[src/rtl/fifo_word_packer.sv]
// fifo_word_packer
// Drains bytes from the read side of the async byte FIFO and packs them
// little-endian into BYTES_PER_WORD-byte words on a valid/ready output.
// A partial word is flushed once the FIFO has stayed idle for
// FLUSH_TIMEOUT cycles, so trailing bytes never get stranded.
module fifo_word_packer #(
  parameter int BYTES_PER_WORD = 4,
  parameter int FLUSH_TIMEOUT  = 16
) (
  input  logic                              RCLK,
  input  logic                              RST,
  input  logic                              EMPTY,
  output logic                              READ_ENABLE,
  input  logic [7:0]                        READ_DATA,
  output logic [8*BYTES_PER_WORD-1:0]       WORD_OUT,
  output logic [$clog2(BYTES_PER_WORD):0]   WORD_BYTES,
  output logic                              WORD_VALID,
  input  logic                              WORD_READY,
  output logic [15:0]                       WORD_COUNT
);

  localparam int CW = $clog2(BYTES_PER_WORD) + 1;
  localparam int TW = (FLUSH_TIMEOUT > 0) ? $clog2(FLUSH_TIMEOUT + 1) : 1;
  localparam logic [CW-1:0] FULL_CNT   = CW'(BYTES_PER_WORD);
  localparam logic [CW:0]   WORD_LIMIT = (CW+1)'(BYTES_PER_WORD);
  localparam logic [TW-1:0] IDLE_LIMIT = TW'(FLUSH_TIMEOUT);
  localparam bit            FLUSH_EN   = (FLUSH_TIMEOUT != 0);

  typedef enum logic [1:0] {
    ACC_EMPTY,
    ACC_PARTIAL,
    ACC_FULL
  } acc_state_t;

  logic [8*BYTES_PER_WORD-1:0] acc;
  logic [8*BYTES_PER_WORD-1:0] acc_masked;
  logic [CW-1:0]               acc_cnt;
  logic [CW-1:0]               base;
  logic [CW:0]                 demand;
  logic [TW-1:0]               idle_cnt;
  logic                        inflight;
  acc_state_t                  acc_state;
  logic                        slot_free;
  logic                        full_xfer;
  logic                        flush_xfer;
  logic                        xfer;
  logic                        idle_step;

  // Classify the accumulator fill level from its byte count
  always_comb begin
    acc_state = ACC_PARTIAL;
    if (acc_cnt == '0) begin
      acc_state = ACC_EMPTY;
    end else if (acc_cnt == FULL_CNT) begin
      acc_state = ACC_FULL;
    end
  end

  // Decide whether the accumulator moves to the output register this cycle
  always_comb begin
    slot_free  = !WORD_VALID || WORD_READY;
    full_xfer  = (acc_state == ACC_FULL) && slot_free;
    flush_xfer = FLUSH_EN && (acc_state == ACC_PARTIAL) &&
                 (idle_cnt == IDLE_LIMIT) && slot_free;
    xfer       = full_xfer || flush_xfer;
    idle_step  = (acc_state == ACC_PARTIAL) && !inflight && EMPTY;
  end

  // Issue a pop only if the byte (plus any in flight) still fits in the word being built
  always_comb begin
    base        = xfer ? '0 : acc_cnt;
    demand      = {1'b0, base} + {{CW{1'b0}}, inflight};
    READ_ENABLE = RST && !EMPTY && (demand < WORD_LIMIT);
  end

  // Zero the lanes above the fill level so a flushed partial word is clean
  always_comb begin
    acc_masked = '0;
    for (int i = 0; i < BYTES_PER_WORD; i++) begin
      if (CW'(i) < acc_cnt) begin
        acc_masked[8*i +: 8] = acc[8*i +: 8];
      end
    end
  end

  // Accumulator and output register; capture never coincides with a transfer
  always_ff @(posedge RCLK) begin
    if (!RST) begin
      acc        <= '0;
      acc_cnt    <= '0;
      inflight   <= 1'b0;
      WORD_OUT   <= '0;
      WORD_BYTES <= '0;
      WORD_VALID <= 1'b0;
    end else begin
      inflight <= READ_ENABLE;
      if (xfer) begin
        WORD_OUT   <= acc_masked;
        WORD_BYTES <= acc_cnt;
        WORD_VALID <= 1'b1;
        acc        <= '0;
        acc_cnt    <= '0;
      end else begin
        if (WORD_READY) begin
          WORD_VALID <= 1'b0;
        end
        if (inflight) begin
          for (int i = 0; i < BYTES_PER_WORD; i++) begin
            if (acc_cnt == CW'(i)) begin
              acc[8*i +: 8] <= READ_DATA;
            end
          end
          acc_cnt <= acc_cnt + 1'b1;
        end
      end
    end
  end

  // Count consecutive idle cycles of a partial word, saturating at the timeout
  always_ff @(posedge RCLK) begin
    if (!RST) begin
      idle_cnt <= '0;
    end else if (idle_step && !xfer) begin
      if (idle_cnt != IDLE_LIMIT) begin
        idle_cnt <= idle_cnt + 1'b1;
      end
    end else begin
      idle_cnt <= '0;
    end
  end

  // Count accepted words, wrapping naturally at 16 bits
  always_ff @(posedge RCLK) begin
    if (!RST) begin
      WORD_COUNT <= '0;
    end else if (WORD_VALID && WORD_READY) begin
      WORD_COUNT <= WORD_COUNT + 16'd1;
    end
  end

endmodule

[config.mk]
export PLATFORM = sky130hd
export DESIGN_NAME = fifo_word_packer
export DESIGN_NICKNAME = d
export VERILOG_FILES = /design/src/rtl/fifo_word_packer.sv
export SDC_FILE = /design/constraint.sdc
export NUM_CORES = 1
export LEC_CHECK = 0
export BUFFER_PORTS_ARGS = -buffer_cell sky130_fd_sc_hd__buf_2
export CAP_MARGIN = 10
export CORE_MARGIN = 1
export CORE_UTILIZATION = 59
export CTS_CLUSTER_SIZE = 16
export DETAILED_ROUTE_END_ITERATION = 7
export PLACE_DENSITY_LB_ADDON = 0.05
export SYNTH_ARGS = -nofsm -noshare
export SYNTH_HDL_FRONTEND = slang
export SYNTH_SLANG_ARGS = --single-unit
[constraint.sdc]
create_clock -name RCLK -period 5.7 [get_ports RCLK]
set_input_delay 1.425 -clock RCLK [delete_from_list [all_inputs] [get_ports RCLK]]
set_output_delay 1.425 -clock RCLK [all_outputs]
set_load 0.005 [all_outputs]
### Word-level counts from Yosys, hierarchy flattened

Index checks and enable logic that the tools add are counted.

* multiplexer cells: 9
* reduce and logical (&&, ||, !) cells: 23
* eq/ne operators: 8
* $mul: 0
* shift operators: 0
* divide/modulo/power cells: 0
* add/sub/neg operators: 4
* $lt $le $gt $ge: 5
* bitwise operators: 1

Operators with widths (count)
* $mux 8: 4
* $add 16x1->16 const B: 1
* $reduce_and 2->1: 5
* $logic_and 1x1->1: 9
* $eq 3x2->1 const B: 2
* $lt 1x3->1 const A: 2
* $lt 2x3->1 const A: 2
* $add 5x1->5 const B: 1
* $eq 5x5->1 const B: 1
* $ne 5x5->1 const B: 1
* $add 3x1->4: 1
* $logic_not 1->1: 4
* $lt 4x3->1 const B: 1
* $mux 2: 2
* $add 3x1->3 const B: 1
* $eq 3x1->1 const B: 1
* $eq 3x3->1 const B: 1
* $logic_not 3->1: 1
* $mux 3: 1
* $eq 2x1->1 const B: 1
* $eq 2x2->1 const B: 1
* $logic_or 1x1->1: 2
* $mux 1: 2
* $reduce_bool 2->1: 1
* other kinds (2): 2

* memories: 0
* memory bits (read-only): 0
* output and inout port bits: 53
* RAM bits: 0
* latch bits: 0
* bits in registers: 93

### Longest topological paths before layout

* word-level depth: 11
* depth in mapped cells: 9
* depth with buffers taken out: 6

### Least setup slack after synthesis

No wires, ideal clock.

* path kind: input -> output
* from: in WORD_READY
* to: out READ_ENABLE
* arrival: 1918 ps
* stages: 3
* data required time: 4275 ps
* path buffers: 0
* path slack: 2357 ps
* cells stage by stage: nor2b_1 > o22ai_1 > nor3b_1

* longest elaborated chain between the ends: 7

Ends and longest elaborated chain
* from (decl): RTL line 18 `input logic WORD_READY,`
* $logic_or 1x1->1 *: RTL line 61 `slot_free = !WORD_VALID || WORD_READY;`
* $logic_and 1x1->1 (on tied branches): RTL line 62, 64
* $logic_or 1x1->1 *: RTL line 65 `xfer = full_xfer || flush_xfer;`
* $mux 3 *: RTL line 71 `base = xfer ? '0 : acc_cnt;`
* $add 3x1->4 *: RTL line 72 `demand = {1'b0, base} + {{CW{1'b0}}, inflight};`
* $lt 4x3->1 *: RTL line 73 `READ_ENABLE = RST && !EMPTY && (demand < WORD_LIMIT);`
* $logic_and 1x1->1 *: RTL line 73
* to (decl): RTL line 13 `output logic READ_ENABLE,`

Every way passes the cells marked *; elsewhere a longest branch is shown, timed or not.

### Final worst setup path

* from: reg acc_cnt[0]
* to: out READ_ENABLE

* longest elaborated chain between the ends: 11

Ends and longest elaborated chain
* from (decl): RTL line 37 `logic [CW-1:0] acc_cnt;`
* from (signal assigned): RTL line 113 `acc_cnt <= acc_cnt + 1'b1;`
* $eq 3x3->1: RTL line 54 `end else if (acc_cnt == FULL_CNT) begin`
* $mux 2: RTL line 54
* $mux 2: RTL line 52 `if (acc_cnt == '0) begin`
* $eq 2x1->1: RTL line 63 `flush_xfer = FLUSH_EN && (acc_state == ACC_PARTIAL) &&`
* $logic_and 1x1->1: RTL line 63
* $logic_and 1x1->1: RTL line 64 `(idle_cnt == IDLE_LIMIT) && slot_free;`
* $logic_or 1x1->1: RTL line 65
* $mux 3 *: RTL line 71
* $add 3x1->4 *: RTL line 72
* $lt 4x3->1 *: RTL line 73
* $logic_and 1x1->1 *: RTL line 73

Marks and branches as above.

==> results.md <==
* Leakage at 1.653 nW
* Worst-path fanout max at 12
* Mapped Area at 3486 um^2
* Setup CP Type: reg -> out
* WL met1 at 3450 um
* # Max-Cap Violations at 0
* Hold Buf Count CTS at 0
* Clock sink count at 93
* First-pass GRT wire length at 11620 um
* Max transition margin at 0.5598
* Final Wtd Congestion at 0.8100
* Root buffer cell: clkbuf_8
* Switching Share at 0.2393
* I/O Pins at 65
* Gate power share at 0.042
* # nets final at 445
* Max Fclk at 266.6 MHz
* Worst slack at placement at 1.985 ns
* Critical path's largest stage delay at 0.54 ns
* Critical Path Start Type: flip-flop
* Ys Warns at 0
* Die ar. at 6220 um^2
* Die extent in y at 78.87 um
* Pre-antenna DRT Iters at 4
* Endpoint class of the critical path: primary output
* Pint at 0.0008812 W
* Layout cell share with drive strength beyond 1 at 0.2037
* Final setup fails at 0
* Hpwl dp at 4757 um
* Worst Tran Pin Value at 0.6578 ns
* Post-DRT Antenna Nets at 0
* Met3 Wirelength at 294 um
* CP max stage cell: dfxtp_1
* Outcome: finished clean
* Dpl cells at 487
* Iter 0 DRT Violations at 137
* CP arrival at 2.33 ns
* Predominant post-synthesis flop cell: dfxtp_1
* Period utilization at 0.6580
* CP cell instances: inv_1 -> ha_1 -> inv_1 -> mux2i_4 -> o22ai_1 -> nor3b_1 -> buf_2
* Clk_lat worst skew at 0.35 ns
* Top cell by count, worst path: inv_1
* Area delta synth->final at 15.79%
* Number of global-route vias before repair at 2426
* Initial antenna violation count at 0
* Yosys cell types at 36
* Flop pwr share at 0.571
* Die width at 78.87 um
* GRT overflow at 0
* Worst path required time at 4.28 ns
* Max Buffers Root-to-Sink at 2
* CTS Buf Count at 9
* Max-slew violations at 0
* Post-Synthesis Cells at 367
* Largest net degree at the start of global routing at 36
* Final core occ at 0.7198
* Hold crit path type: reg -> reg
* Avg Cell Area, Syn at 9.498 um^2
* DR vias at 2760
* RSZ-0062 raised after global routing: no
* Switch Pwr at 0.0002772 W
* Std-Cell Rows at 27
* PnR worst setup slack at 1.949 ns
* Asr flop ratio synth at 0
* H-tree levels at 3
* Fraction of the yosys area taken by sequential cells at 0.5341
* ANT cells at 0
* Post-CTS Setup Inserts at 0
* Tot GR Track Use at 0.2399
* Starting Density at 0.6216
* Post-CTS resize count at 0
* Synthesized flop and latch total at 93
* PortBufs at 64
* Worst VDD drop at 179.6 uV
* Finished Layout Cells at 504
* Clk network pwr share at 0.386
* Final Hold Viols at 0
* Post-Syn Nets at 385
* DRC violations left at 0
* Power Density at 287.0 nW/um^2
* WL per Instance at 13.97 um
* Sum Neg Setup Slack at 0 ns
* Vias per cell at 5.476
* Aggregate routed wire length at 7042 um
* Post-synth EDFFs at 0
* Crit path time final at 3.751 ns
* Clock slew at reported path FFs at 0.10 ns
* TritonCTS clock tree: yes
* DR top layer: met4
* Met2 wire length at 3143 um
* Core Box Area at 5608 um^2
* Clock skew at 0.01043 ns
cells in the mapped netlist (3+ instances only):
cell      number  share of area
nand2_1       58          0.062
clkbuf_1       8         0.0086
ha_1           6          0.022
dfxtp_1       93           0.53
buf_6          4          0.013
a22o_1        34          0.085
xor2_1         7          0.018
nor4_1         3         0.0054
xnor2_1       11          0.028
nor3_1         5         0.0072
nor2_1        23          0.025
nand4_1        7          0.013
nand3_1       25          0.036
buf_2          4         0.0057
and3_1         3         0.0054
a21oi_1       39          0.056
inv_1         11          0.012
kinds of logic (layout without fill, tap and decap cells):
| group | after synthesis | after routing | synth area share |
|---|---|---|---|
| AND/OR/NAND/NOR | 135 | 135 | 0.1816 |
| flip-flops | 93 | 93 | 0.5341 |
| AO/OA/AOI/OAI | 83 | 83 | 0.1630 |
| buffers and inverters | 29 | 94 | 0.04235 |
| XOR/XNOR | 18 | 18 | 0.04523 |
| adder cells (fa/ha/maj) | 6 | 6 | 0.02154 |
| multiplexers | 3 | 3 | 0.01220 |
state kept, by name (all words and copies together) (netlist names):
name	flops
WORD_BYTES	3
acc	32
idle_cnt	5
WORD_COUNT	16
acc_cnt	3
WORD_VALID	1
inflight	1
WORD_OUT	32
cells in the final DEF (no fill, tap or decap), types with 3 or more instances in the layout:
| cell | instances |
|---|---|
| nor3_1 | 5 |
| nor2_1 | 23 |
| xor2_1 | 7 |
| nand2_1 | 58 |
| clkbuf_8 | 9 |
| nand4_1 | 7 |
| and3_1 | 3 |
| ha_1 | 6 |
| inv_1 | 11 |
| a21oi_1 | 39 |
| xnor2_1 | 11 |
| nor4_1 | 3 |
| inv_6 | 3 |
| buf_2 | 64 |
| nand3_1 | 25 |
| a22o_1 | 34 |
| dfxtp_1 | 93 |
worst max-delay path: cells and delay by family (launching register included):
family,cells,cell delay [ns]
mux,1,0.31
buf+inv,3,0.48
flops,1,0.54
fa+ha+maj,1,0.37
simple gates,1,0.15
compound gates,1,0.11
per-layer routing:
layer	up-vias	track usage
met2	70	0.3687
li1	1400	-
met5	-	0
met4	0	0.1127
met3	16	0.04138
met1	1274	0.3285
path summary, 6_finish.rpt:
| path | slack (ns) | cells past startpoint | startpoint | end |
|---|---|---|---|---|
| worst max register to register | 3.25 | 7 | acc_cnt[0]$_SDFFE_PP0P_ | WORD_OUT[22]$_SDFFE_PN0P_ |
| worst min-delay path | 0.46 | 2 | acc[22]$_SDFFE_PP0P_ | acc[22]$_SDFFE_PP0P_ |
| worst max-delay path | 1.95 | 7 | acc_cnt[0]$_SDFFE_PP0P_ | READ_ENABLE |
| worst min register to register | 0.46 | 2 | acc[22]$_SDFFE_PP0P_ | acc[22]$_SDFFE_PP0P_ |
area by class of cell:
| type | instances | area [um^2] |
|---|---|---|
| Clock inverter | 7 | 80.08 |
| Inverter | 11 | 41.29 |
| Timing Repair Buffer | 67 | 362.8 |
| Tap cell | 72 | 90.09 |
| Clock buffer | 9 | 123.9 |
| Sequential cell | 93 | 1862 |
| Fill cell | 480 | 1572 |
| Multi-Input combinational cell | 245 | 1476 |
metrics by stage:
step,power (W),hold slack [ns],cell area [um^2]
2_1_floorplan,0.0007089,0.4360,3486
3_3_place_gp,0.0007227,0.4303,3805
3_5_place_dp,0.0007238,0.4480,3805
4_1_cts,0.001162,0.4626,4009
5_1_grt,0.001207,0.4817,4036
6_report,0.001158,0.4611,4036
power groups by stage:
| stage | clock (W) | combinational (W) | sequential, W |
|---|---|---|---|
| finish | 0.000448 | 0.0000492 | 0.000662 |
| global route | 0.000490 | 0.0000545 | 0.000663 |
| CTS | 0.000454 | 0.0000469 | 0.000662 |
| detailed placement | 0 | 0.0000470 | 0.000677 |
| global placement | 0 | 0.0000461 | 0.000677 |
| floorplan | 0 | 0.0000351 | 0.000674 |
Power figures use the tool's default switching activity.
